## config.mk

```make
export PLATFORM = sky130hd
export DESIGN_NAME = boot_loader_flat
export DESIGN_NICKNAME = d
export VERILOG_FILES = /design/src/rtl/boot_loader_pkg.sv /design/src/rtl/boot_loader_if.sv /design/src/rtl/boot_loader_byte_packer.sv /design/src/rtl/boot_loader.sv /design/src/flat_wrapper.sv
export SDC_FILE = /design/constraint.sdc
export NUM_CORES = 1
export LEC_CHECK = 0
export ABC_CLOCK_PERIOD_IN_PS = 2700
export CORE_MARGIN = 3
export CORE_UTILIZATION = 52
export CTS_CLUSTER_DIAMETER = 150
export CTS_CLUSTER_SIZE = 30
export DETAILED_ROUTE_END_ITERATION = 8
export MAX_ROUTING_LAYER = met4
export PLACE_DENSITY = 0.88
export SETUP_SLACK_MARGIN = 0.4
export SLEW_MARGIN = 20
export SYNTH_ARGS = -nofsm -noshare
export SYNTH_HDL_FRONTEND = slang
export SYNTH_SLANG_ARGS = --single-unit
```

## constraint.sdc

```tcl
create_clock -name clk -period 2.7 [get_ports clk]
set_input_delay 0.27 -clock clk [delete_from_list [all_inputs] [get_ports clk]]
set_output_delay 0.27 -clock clk [all_outputs]
set_load 0.01 [all_outputs]
```

## src/rtl/boot_loader_pkg.sv

```systemverilog
// Shared definitions for the boot loader: FSM states, stream target codes
// and default memory capacities.
package boot_loader_pkg;

    typedef enum logic [2:0] {
        ST_IDLE  = 3'd0,
        ST_COUNT = 3'd1,
        ST_DATA  = 3'd2,
        ST_WRITE = 3'd3,
        ST_DONE  = 3'd4,
        ST_ERROR = 3'd5
    } state_t;

    localparam logic [7:0] TGT_IMEM = 8'h00;
    localparam logic [7:0] TGT_DMEM = 8'h01;
    localparam logic [7:0] TGT_END  = 8'hFF;

    localparam int I_WORDS_DEF = 16;
    localparam int D_WORDS_DEF = 20;

    // True for a byte that opens a segment (instruction or data memory).
    function automatic logic is_target(input logic [7:0] b);
        return (b == TGT_IMEM) || (b == TGT_DMEM);
    endfunction

endpackage

```

## src/rtl/boot_loader_if.sv

```systemverilog
// Byte-stream input and memory-write bus of the boot loader.
//
// Handshake: a byte moves from upstream to the loader on a rising clk edge
// where in_valid and in_ready are both 1. in_ready depends only on loader
// state, never on in_valid, so upstream may hold in_valid/in_byte for any
// number of cycles. mem_write is a one-cycle strobe with no back-pressure.
interface boot_loader_if;

    logic        in_valid;
    logic [7:0]  in_byte;
    logic        in_ready;
    logic        mem_write;
    logic        mem_select;
    logic [31:0] mem_address;
    logic [31:0] mem_write_data;

    // Loader side.
    modport master (
        input  in_valid,
        input  in_byte,
        output in_ready,
        output mem_write,
        output mem_select,
        output mem_address,
        output mem_write_data
    );

    // Stream source and memory side.
    modport slave (
        output in_valid,
        output in_byte,
        input  in_ready,
        input  mem_write,
        input  mem_select,
        input  mem_address,
        input  mem_write_data
    );

endinterface

```

## src/rtl/boot_loader_byte_packer.sv

```systemverilog
// Assembles four stream bytes, MSB first, into one 32-bit word.
module byte_packer (
    input  logic        clk,
    input  logic        rst,
    input  logic        shift,
    input  logic        clear,
    input  logic [7:0]  byte_in,
    output logic [31:0] word,
    output logic [1:0]  count,
    output logic        word_full
);

    // Shift accepted bytes in; a full word is frozen until cleared.
    always_ff @(posedge clk) begin
        if (!rst || clear) begin
            word      <= 32'd0;
            count     <= 2'd0;
            word_full <= 1'b0;
        end else if (shift && !word_full) begin
            word  <= {word[23:0], byte_in};
            count <= count + 2'd1;
            if (count == 2'd3) begin
                word_full <= 1'b1;
            end
        end
    end

endmodule

```

## src/rtl/boot_loader.sv

```systemverilog
// Boot loader: parses a segmented byte stream and writes the words into
// instruction or data memory, then releases the core from reset.
module boot_loader
    import boot_loader_pkg::*;
#(
    parameter int I_WORDS = I_WORDS_DEF,
    parameter int D_WORDS = D_WORDS_DEF
) (
    input  logic          clk,
    input  logic          rst,
    boot_loader_if.master bus,
    output logic          core_rst,
    output logic          done,
    output logic          error,
    output state_t        state
);

    state_t      next_state;
    logic        ready_q;
    logic        ready_next;
    logic        sel_q;
    logic [31:0] addr_q;
    logic [31:0] last_word_q;
    logic [7:0]  count_q;
    logic [31:0] cap_words;
    logic        n_ok;
    logic        accept;

    logic [31:0] pk_word;
    logic [1:0]  pk_count;
    logic        pk_full;

    assign accept    = bus.in_valid && ready_q;
    assign cap_words = sel_q ? 32'(D_WORDS) : 32'(I_WORDS);
    assign n_ok      = (bus.in_byte != 8'd0) && ({24'd0, bus.in_byte} <= cap_words);

    byte_packer u_packer (
        .clk       (clk),
        .rst       (rst),
        .shift     ((state == ST_DATA) && accept),
        .clear     (state == ST_WRITE),
        .byte_in   (bus.in_byte),
        .word      (pk_word),
        .count     (pk_count),
        .word_full (pk_full)
    );

    // Next-state decode; only accepted bytes move the parser, WRITE is unconditional.
    always_comb begin
        next_state = state;
        case (state)
            ST_IDLE: begin
                if (accept) begin
                    if (is_target(bus.in_byte)) begin
                        next_state = ST_COUNT;
                    end else if (bus.in_byte == TGT_END) begin
                        next_state = ST_DONE;
                    end else begin
                        next_state = ST_ERROR;
                    end
                end
            end
            ST_COUNT: begin
                if (accept) begin
                    next_state = n_ok ? ST_DATA : ST_ERROR;
                end
            end
            ST_DATA: begin
                if (accept && (pk_count == 2'd3)) begin
                    next_state = ST_WRITE;
                end
            end
            ST_WRITE: begin
                next_state = (count_q == 8'd1) ? ST_IDLE : ST_DATA;
            end
            ST_DONE:  next_state = ST_DONE;
            ST_ERROR: next_state = ST_ERROR;
            default:  next_state = ST_ERROR;
        endcase
    end

    // in_ready is registered from the next state so it stays low through the
    // first edge after reset release.
    assign ready_next = (next_state == ST_IDLE) || (next_state == ST_COUNT) ||
                        (next_state == ST_DATA);

    // State register and handshake flag.
    always_ff @(posedge clk) begin
        if (!rst) begin
            state   <= ST_IDLE;
            ready_q <= 1'b0;
        end else begin
            state   <= next_state;
            ready_q <= ready_next;
        end
    end

    // Segment target, write address, remaining word count and last written word.
    always_ff @(posedge clk) begin
        if (!rst) begin
            sel_q       <= 1'b0;
            addr_q      <= 32'd0;
            count_q     <= 8'd0;
            last_word_q <= 32'd0;
        end else begin
            if ((state == ST_IDLE) && accept && is_target(bus.in_byte)) begin
                sel_q <= bus.in_byte[0];
            end
            if ((state == ST_COUNT) && accept && n_ok) begin
                addr_q  <= 32'd0;
                count_q <= bus.in_byte;
            end
            if (state == ST_WRITE) begin
                addr_q      <= addr_q + 32'd4;
                count_q     <= count_q - 8'd1;
                last_word_q <= pk_word;
            end
        end
    end

    assign bus.in_ready       = ready_q;
    assign bus.mem_write      = (state == ST_WRITE) && pk_full;
    assign bus.mem_select     = sel_q;
    assign bus.mem_address    = addr_q;
    assign bus.mem_write_data = (state == ST_WRITE) ? pk_word : last_word_q;
    assign core_rst           = (state == ST_DONE);
    assign done               = (state == ST_DONE);
    assign error              = (state == ST_ERROR);

endmodule

```

## src/flat_wrapper.sv

```systemverilog
// flat-port wrapper written by rule: the top's interface ports become plain ports
module boot_loader_flat import boot_loader_pkg::*;
#(
    parameter int I_WORDS = I_WORDS_DEF,
    parameter int D_WORDS = D_WORDS_DEF
)
  (clk, rst, core_rst, done, error, state, bus_in_valid, bus_in_byte, bus_in_ready, bus_mem_write, bus_mem_select, bus_mem_address, bus_mem_write_data);
  boot_loader_if bus_i ();
  input  logic clk;
  input  logic rst;
  output logic core_rst;
  output logic done;
  output logic error;
  output state_t state;
  input wire logic [$bits(bus_i.in_valid)-1:0] bus_in_valid;
  input wire logic [$bits(bus_i.in_byte)-1:0] bus_in_byte;
  output wire logic [$bits(bus_i.in_ready)-1:0] bus_in_ready;
  output wire logic [$bits(bus_i.mem_write)-1:0] bus_mem_write;
  output wire logic [$bits(bus_i.mem_select)-1:0] bus_mem_select;
  output wire logic [$bits(bus_i.mem_address)-1:0] bus_mem_address;
  output wire logic [$bits(bus_i.mem_write_data)-1:0] bus_mem_write_data;
  assign bus_i.in_valid = bus_in_valid;
  assign bus_i.in_byte = bus_in_byte;
  assign bus_in_ready = bus_i.in_ready;
  assign bus_mem_write = bus_i.mem_write;
  assign bus_mem_select = bus_i.mem_select;
  assign bus_mem_address = bus_i.mem_address;
  assign bus_mem_write_data = bus_i.mem_write_data;
  boot_loader #(.I_WORDS(I_WORDS), .D_WORDS(D_WORDS)) u_core (.clk(clk), .rst(rst), .bus(bus_i), .core_rst(core_rst), .done(done), .error(error), .state(state));
endmodule
```

Word level (Yosys, flattened, before mapping)
Index checks and enable logic that the tools add are counted.
{ "classes": {"mux": 14, "add_sub_neg": 3, "n_lt_le_gt_ge": 1, "reduce_logical": 22, "n_eq_ne": 11} }
{ "ops": {"columns": ["op", "n"], "rows": [
  ["$mux W32", 3],
  ["$add A32 B3 Y32 const B", 1],
  ["$le A8 B32 Y1", 1],
  ["$mux W3", 6],
  ["$eq A8 B1 Y1 const B", 2],
  ["$mux W8", 2],
  ["$pmux W3 S5", 1],
  ["$logic_and A1 B1 Y1", 10],
  ["$eq A3 B2 Y1 const B", 3],
  ["$eq A8 B8 Y1 const B", 1],
  ["$logic_not A8 Y1", 1],
  ["$reduce_bool A8 Y1", 1],
  ["$sub A8 B1 Y8 const B", 1],
  ["$eq A3 B1 Y1 const B", 2],
  ["$eq A3 B3 Y1 const B", 2],
  ["$logic_not A3 Y1", 2],
  ["$logic_or A1 B1 Y1", 4],
  ["$add A2 B1 Y2 const B", 1],
  ["$eq A2 B2 Y1 const B", 1],
  ["$logic_not A1 Y1", 2],
  ["$mux W2", 1],
  ["$reduce_and A2 Y1", 1],
  ["$reduce_bool A2 Y1", 1],
  ["$mux W1", 1]
]} }
{ "word_totals": {"input_bits": 11, "register_bits": 112, "word_cells": 60} }

Logic depth before layout (Yosys ltp)
Gate-level depths: netlist (run 1).
{ "depth": {"depth_word": 9, "mapped_depth": 8, "depth_no_buf": 7} }

Hierarchy
From an unflattened synthesis (run 1), not the netlist that was laid out.
{ "unflattened": {"hier_cells": 654, "area_unflattened_um2": 5226.3} }
{ "by_module_without_submodules": {"columns": ["module", "cells_per_inst", "area_each_um2", "instances"], "rows": [
  ["boot_loader", 500, 3938.8, 1],
  ["byte_packer", 154, 1287.5, 1]
]} }

Worst setup path before layout (run 1)
OpenSTA, ideal clock, no wires.
{ "synth_timing": {"path_kind": "register to register", "from": "register u_core.sel_q (netlist: u_core.bus.mem_select)", "to": "register u_core.addr_q[3] (netlist: u_core.bus.mem_address[3])", "arrival_ns": 1.843, "slack_ns": 0.730, "n_path_buf": 1, "synth_period_minus_slack_ns": 1.970, "stages_incl_launch_ff": 8, "t_required_ns": 2.572, "cell_sequence": "dfxtp_1 ha_1 or4b_4 a32oi_2 nand2_1 buf_4 a31oi_1 nor2_1"} }
{ "synth_between": {"elab_chain_len": 5} }
{ "synth_lines": {"columns": ["element", "line", "source"], "rows": [
  ["from (decl)", "boot_loader.sv:21", "logic sel_q;"],
  ["from (signal assigned)", "boot_loader.sv:107", "sel_q <= bus.in_byte[0];"],
  ["$mux W3", "boot_loader.sv:34", "assign cap_words = sel_q ? 32'(D_WORDS) : 32'(I_WORDS);"],
  ["$le A8 B32 Y1", "boot_loader.sv:35", "assign n_ok = (bus.in_byte != 8'd0) && ({24'd0, bus.in_byte} <= cap_words);"],
  ["$logic_and A1 B1 Y1", "boot_loader.sv:35", null],
  ["$logic_and A1 B1 Y1", "boot_loader.sv:109", "if ((state == ST_COUNT) && accept && n_ok) begin"],
  ["$reduce_bool A2 Y1 (no source line)", null, null],
  ["to (signal assigned)", "boot_loader.sv:114", "addr_q <= addr_q + 32'd4;"],
  ["to (decl)", "boot_loader.sv:22", "logic [31:0] addr_q;"]
]} }
No other way between the ends.
A chain may end at the register's enable or synchronous reset.

Worst setup path in the final report (run 1)
{ "layout_timing": {"from": "register u_core.state[2]", "to": "output bus_mem_write"} }
{ "layout_between": {"elab_chain_len": 2} }
{ "layout_lines": {"columns": ["element", "line", "source"], "rows": [
  ["from (decl)", "boot_loader.sv:15", "output state_t state"],
  ["from (signal assigned)", "boot_loader.sv:93", "state <= next_state;"],
  ["$eq A3 B2 Y1", "boot_loader.sv:122", "assign bus.mem_write = (state == ST_WRITE) && pk_full;"],
  ["$logic_and A1 B1 Y1", "boot_loader.sv:122", null],
  ["to (decl)", "flat_wrapper.sv:18", "output wire logic [$bits(bus_i.mem_write)-1:0] bus_mem_write;"]
]} }
No other way between the ends.

==> flow_summary.toml, run 1 <==
[outcome]
status = "completed"

[clock_network]
clk_latency_ns = 0.38
cts_setup_buffers = 0
cts_max_path_buffers = 2
cts_tree = "built"
cts.clk_slew.worst_paths_ns = 0.10
cts.sinks = 110
cts_max_level = 3
cts_hold_buffers = 0
numCtsBuffers = 9
clock-root-buffer = "clkbuf_8"

[global_route]
grt_pass1_vias = 4265
grt_util_met2_pct = 38.0
antenna_found_initial = 0
grt_pass1_wl_um = 19900
gr-total-overflow = 0
top_usage_layer = "met2"
met3_usage_pct = 4.64
grt_max_degree = 36
use_met1_pct = 32.4
grt_use_total_pct = 24.3

[setup_path]
critPathLaunchType = "register"
critical_path.top_delay_family = "buffers and inverters"
slowest_stage = "clkdlybuf4s50_1"
crit_buf_inv = 2
reg2reg_depth = 7
path_cells = "and3b_2 -> buf_12 -> and2_1 -> clkdlybuf4s50_1"
reg2reg_to = "u_core.bus.mem_address[3]$_SDFFE_PN0P_"
cpPeakStageDelay_ns = 0.55
r2r_start = "u_core.bus.mem_select$_SDFFE_PN0P_"
critPathArrivalTime_ns = 2.03
critPathKind = "register to primary output"
path_max_fanout = 26
r2r_slack_ns = 0.60
end_kind = "primary output"
cp.required_ns = 2.43

[yosys]
async_reset_ff_share_pct = 0
ys_ff_latch = 110
synth_area_um2 = 4700
yosysWarnings = 0
synth_flop_cell = "dfxtp_1"
synthCells = 611
yosysUniqueCellTypes = 46
synth_area_per_cell_um2 = 7.70
synth-edff-count = 0
ys_seq_area_share_pct = 46.8

[floorplanning]
coreArea_um2 = 8760
rows = 34
ioPinCount = 84
fp.dieW_um = 101
die_area_um2 = 10200
die_h_um = 101
start_util_pct = 53.7

[routing]
routed_wirelength_um = 12000
wl_per_cell_um = 15.1
dr.pass1.iters = 5
drt-initial-drc-count = 330
num_vias = 4652
drc_errors = 0
ant_nets = 0
avgViaCountPerCell = 5.87

[timing]
fmax_mhz = 434
min_period_ns = 2.30
finalHoldViolations = 0
worst_pin_slew_ns = 0.492
maxSlewHeadroom_pct = 66.9
fin_setup_tns_ns = 0
setup_viol = 0
fin_crit_sh_pct = 85.3
maxSlewViolCount = 0
rsz0062_at_grt = "true"
finClkSkew_ns = 0.0108

[final_layout]
final_cell_mix = "186 x nand2_1, 108 x dfxtp_1, 84 x a21oi_1"
area_delta_synth_final_pct = 25.0
n_fill_cell = 712
stdcell_count = 792
regArea_um2 = 2210
nNetsFinal = 695
final_layout_size_suffix_gt1_share_pct = 6.43
multiInputGateArea_um2 = 2340
n_antenna_cell = 0
final_common_cell = "nand2_1"

[min_path]
hold_end = "u_core.u_packer.word[28]$_SDFFE_PP0P_"
min-delay-start = "u_core.u_packer.word[28]$_SDFFE_PP0P_"
hold_path_class = "register to register"
hold_path_depth = 2

[job]
maxCapViolations = 0

[pwr]
power.density_nw_per_um2 = 462
p_leak_nw = 2.18
vdd_drop_max_mv = 0.356

[placed_design]
port_buffers = 81
dp_hpwl_um = 8200
placedCellCount = 775
routabilityCongestion = 0.960
synth_stat cells, drive strengths merged, types with 3 or more instances:
library cell / number / share of area, %
o31ai: 17 / 2.7
inv: 6 / 0.48
a31oi: 9 / 1.2
o211ai: 4 / 0.64
nand2b: 3 / 0.40
xor2: 4 / 0.74
nor2: 27 / 2.2
nand4: 16 / 2.1
nor3: 4 / 0.43
nand3: 24 / 2.6
and3: 7 / 0.93
o21ai: 13 / 1.4
a21oi: 85 / 9.0
ha: 5 / 1.3
dfxtp: 110 / 47
and4: 6 / 1.1
nor4: 6 / 0.93
nand3b: 3 / 0.48
buf: 16 / 1.9
nand2: 188 / 15
clkbuf: 25 / 2.0
and2: 9 / 1.2
area by class of cell:
| class | count | share of cell area, % |
|---|---|---|
| timing repair buffer | 97 | 16.7 |
| sequential | 110 | 37.6 |
| clock inverter | 6 | 0.915 |
| inverter | 6 | 0.383 |
| multi-input combinational | 455 | 39.8 |
| tap | 108 | 2.30 |
| clock buffer | 10 | 2.34 |
per-layer routing:
layer	vias to the layer above	wire, um
met3	15	809
met4	0	107
li1	2252	-
met2	178	5920
met1	2207	5120
met5	-	0
state kept, by name, summed over array words and instances, names as in the netlist:
register / count
u_core.count_q: 8
u_core.bus.mem_select: 1
u_core.u_packer.word: 32
u_core.u_packer.count: 2
u_core.bus.mem_address: 30
u_core.u_packer.word_full: 1
u_core.bus.in_ready: 1
u_core.last_word_q: 32
u_core.state: 3
metrics by stage:
stage	worst slack [ns]	area [um^2]	util, %	hold WS (ns)	power (mW)
global placement	0.148	5600	63.9	0.446	1.78
CTS	0.383	5850	66.7	0.466	2.72
floorplan	0.730	4710	-	0.406	1.73
global route	0.321	5880	67.1	0.487	2.79
finish	0.397	5880	67.1	0.462	2.72
detailed placement	0.0387	5600	63.9	0.451	1.79
power by group:
part / total, mW / leakage [nW] / switching [mW] / internal, mW
logic: 0.124 / 1.20 / 0.0769 / 0.0473
clock network: 0.964 / 0.0954 / 0.586 / 0.378
registers: 1.63 / 0.888 / 0.00560 / 1.62
tightest hold or removal path, stage by stage (launching register included):
cell     delay [ns]
dfxtp_1        0.32
nand2_1        0.05
a21oi_1        0.05
how the worst max path moves through the flow:
stage	from	endpoint	slack, ns	cells after the start
final	u_core.state[2]$_SDFF_PN0_	bus_mem_write	0.40	4
after global routing	u_core.state[2]$_SDFF_PN0_	bus_mem_write_data[3]	0.32	5
after CTS	u_core.state[2]$_SDFF_PN0_	bus_mem_write_data[0]	0.38	5
after detailed placement	bus_in_byte[2]	u_core.count_q[2]$_SDFFE_PN0P_	0.04	8
after global placement	bus_in_byte[2]	u_core.count_q[2]$_SDFFE_PN0P_	0.15	8
after floorplan	u_core.bus.mem_select$_SDFFE_PN0P_	u_core.bus.mem_address[3]$_SDFFE_PN0P_	0.73	7
what timing repair did:
| action | in CTS | in global routing |
|---|---|---|
| hold endpoints to repair | 0 | 0 |
| resized for setup | 10 | 6 |
| gates cloned | 1 | 0 |
| endpoints found under the setup margin | 33 | 42 |
cell families (layout without fill, tap and decap cells):
group,after synthesis,after routing,synth area share [%]
AND/OR/NAND/NOR,302,302,28.9
AO/OA/AOI/OAI,139,139,17.1
flip-flops,110,110,46.8
buffers and inverters,47,119,4.39
XOR/XNOR,6,6,1.12
adder cells (fa/ha/maj),5,5,1.33
other,1,2,0.0797
multiplexers,1,1,0.213
Note: power is estimated with default switching activity, not from simulation.
==> run 2, diff against run 1 <==
--- a/config.mk
+++ b/config.mk
@@ -11,6 +11,7 @@
 export CTS_CLUSTER_DIAMETER = 150
 export CTS_CLUSTER_SIZE = 30
 export DETAILED_ROUTE_END_ITERATION = 8
+export GPL_ROUTABILITY_DRIVEN = 0
 export MAX_ROUTING_LAYER = met4
 export PLACE_DENSITY = 0.88
 export SETUP_SLACK_MARGIN = 0.4
==> flow_summary.toml, run 2 (synthesized netlist as in run 1, its figures left out) <==
[outcome]
status = "completed"

[setup_path]
reg2reg_depth = 7
critPathArrivalTime_ns = 2.57
cp-startpoint = "bus_in_byte[2]"
endpoint = "u_core.state[0]$_SDFF_PN0_"
path_max_fanout = 5
r2r_start = "u_core.bus.mem_select$_SDFFE_PN0P_"
r2r_slack_ns = 0.49
critPathKind = "input pin to register"
reg2reg_to = "u_core.state[0]$_SDFF_PN0_"
critPathLaunchType = "input pin"
end_kind = "register"
cp.required_ns = 2.95

[routing]
ant_nets = 0
routed_wirelength_um = 12900
wl_per_cell_um = 15.9
num_vias = 4858
avgViaCountPerCell = 5.98
dr.pass1.iters = 6
drt-initial-drc-count = 418
drc_errors = 0

[pwr]
power.density_nw_per_um2 = 439
total_power_mw = 2.68
vdd_drop_max_mv = 0.229
p_leak_nw = 2.66

[final_layout]
n_fill_cell = 647
final_common_cell = "nand2_1"
multiInputGateArea_um2 = 2340
fin_util_pct = 69.6
final_cell_mix = "184 x nand2_1, 108 x dfxtp_1, 84 x a21oi_1"
area_delta_synth_final_pct = 29.8
n_antenna_cell = 0
final_layout_size_suffix_gt1_share_pct = 9.36
stdcell_count = 813
regArea_um2 = 2210
nNetsFinal = 716

[floorplanning]
fp.dieW_um = 101
die_h_um = 101
coreArea_um2 = 8760
rows = 34
start_util_pct = 53.7
ioPinCount = 84
die_area_um2 = 10200

[global_route]
grt_pass1_wl_um = 20000
grt_use_total_pct = 24.5
grt_pass1_vias = 4501
grt_max_degree = 36
gr-total-overflow = 0
antenna_found_initial = 0

[timing]
finalHoldViolations = 0
fin_worst_hold_slack_ns = 0.469
fin_setup_tns_ns = 0
min_period_ns = 2.32
rsz0062_at_grt = "true"
worst_pin_slew_ns = 0.739
fin_crit_sh_pct = 86.0
finClkSkew_ns = 0.0105
setup_viol = 0
maxSlewViolCount = 0
maxSlewHeadroom_pct = 50.3
fmax_mhz = 430

[placed_design]
port_buffers = 81
dp_hpwl_um = 8160
placedCellCount = 775

[clock_network]
cts.clk_slew.worst_paths_ns = 0.10
cts_max_path_buffers = 2
cts_max_level = 3
numCtsBuffers = 9
clk_latency_ns = 0.37
clock-root-buffer = "clkbuf_8"
cts_tree = "built"
cts_hold_buffers = 0
cts.sinks = 110

[min_path]
hold_path_class = "register to register"

[job]
maxCapViolations = 0
## run 2: changes by cell type in the layout (fill, tap and decap cells not counted), sizes merged
cell,before,now
inv,9,8
dlymetal6s2s,1,20
clkdlybuf4s50,80,61
buf,16,34
clkbuf,10,12
clkinv,2,4
## run 2: final cells by class
class / count / share of cell area [%]
clock inverter: 7 / 0.800
sequential: 110 / 36.2
inverter: 6 / 0.369
tap: 108 / 2.21
timing repair buffer: 118 / 20.1
multi-input combinational: 455 / 38.3
clock buffer: 9 / 2.03
## run 2: what timing repair did
| action | 4_1_cts | 5_1_grt |
|---|---|---|
| pin swaps | 0 | 2 |
| buffers inserted | 0 | 18 |
| cloned | 1 | 3 |
| endpoints found under the hold margin | 0 | 0 |
| gates resized for setup | 7 | 31 |
| endpoints found under the setup margin | 33 | 42 |
## run 2: worst min path at each step
stage / start / to / slack [ns] / depth (start not counted)
after floorplan: bus_in_byte[0] / u_core.u_packer.word[0]$_SDFFE_PP0P_ / 0.41 / 2
after global placement: u_core.u_packer.word[31]$_SDFFE_PP0P_ / u_core.u_packer.word[31]$_SDFFE_PP0P_ / 0.45 / 2
after detailed placement: u_core.u_packer.word[24]$_SDFFE_PP0P_ / u_core.u_packer.word[24]$_SDFFE_PP0P_ / 0.45 / 2
after CTS: u_core.u_packer.word[24]$_SDFFE_PP0P_ / u_core.u_packer.word[24]$_SDFFE_PP0P_ / 0.46 / 2
after global routing: u_core.u_packer.word[27]$_SDFFE_PP0P_ / u_core.u_packer.word[27]$_SDFFE_PP0P_ / 0.48 / 2
final: u_core.last_word_q[1]$_SDFF_PN0_ / u_core.last_word_q[1]$_SDFF_PN0_ / 0.47 / 2
## run 2: layer usage
| metal | wire length [um] | share of wire (%) | track usage, % |
|---|---|---|---|
| met5 | 0 | 0 | - |
| met4 | 308 | 2.4 | 10.3 |
| met3 | 1050 | 8.1 | 4.08 |
| met2 | 6230 | 48 | 38.6 |
| met1 | 5320 | 41 | 31.3 |
## run 2: metrics by stage
| stage | setup WS (ns) | cell area [um^2] |
|---|---|---|
| 2_1_floorplan | 0.730 | 4710 |
| 5_1_grt | 0.322 | 6100 |
| 4_1_cts | 0.370 | 5820 |
| 6_report | 0.377 | 6100 |
| 3_5_place_dp | 0.0590 | 5600 |
| 3_3_place_gp | 0.141 | 5600 |
## run 2: critical path, stage by stage
cell,delay (ns)
clkdlybuf4s50_1,0.49
inv_1,0.07
ha_1,0.28
or4b_4,0.48
a32oi_4,0.37
buf_4,0.17
nand3_1,0.08
a211oi_1,0.28
a211oi_1,0.08
## run 2: power by group
part	switching (mW)	internal [mW]	leakage (nW)
clock	0.575	0.340	0.0898
combinational	0.0827	0.0551	1.68
sequential	0.00391	1.62	0.888
total	0.662	2.02	2.66
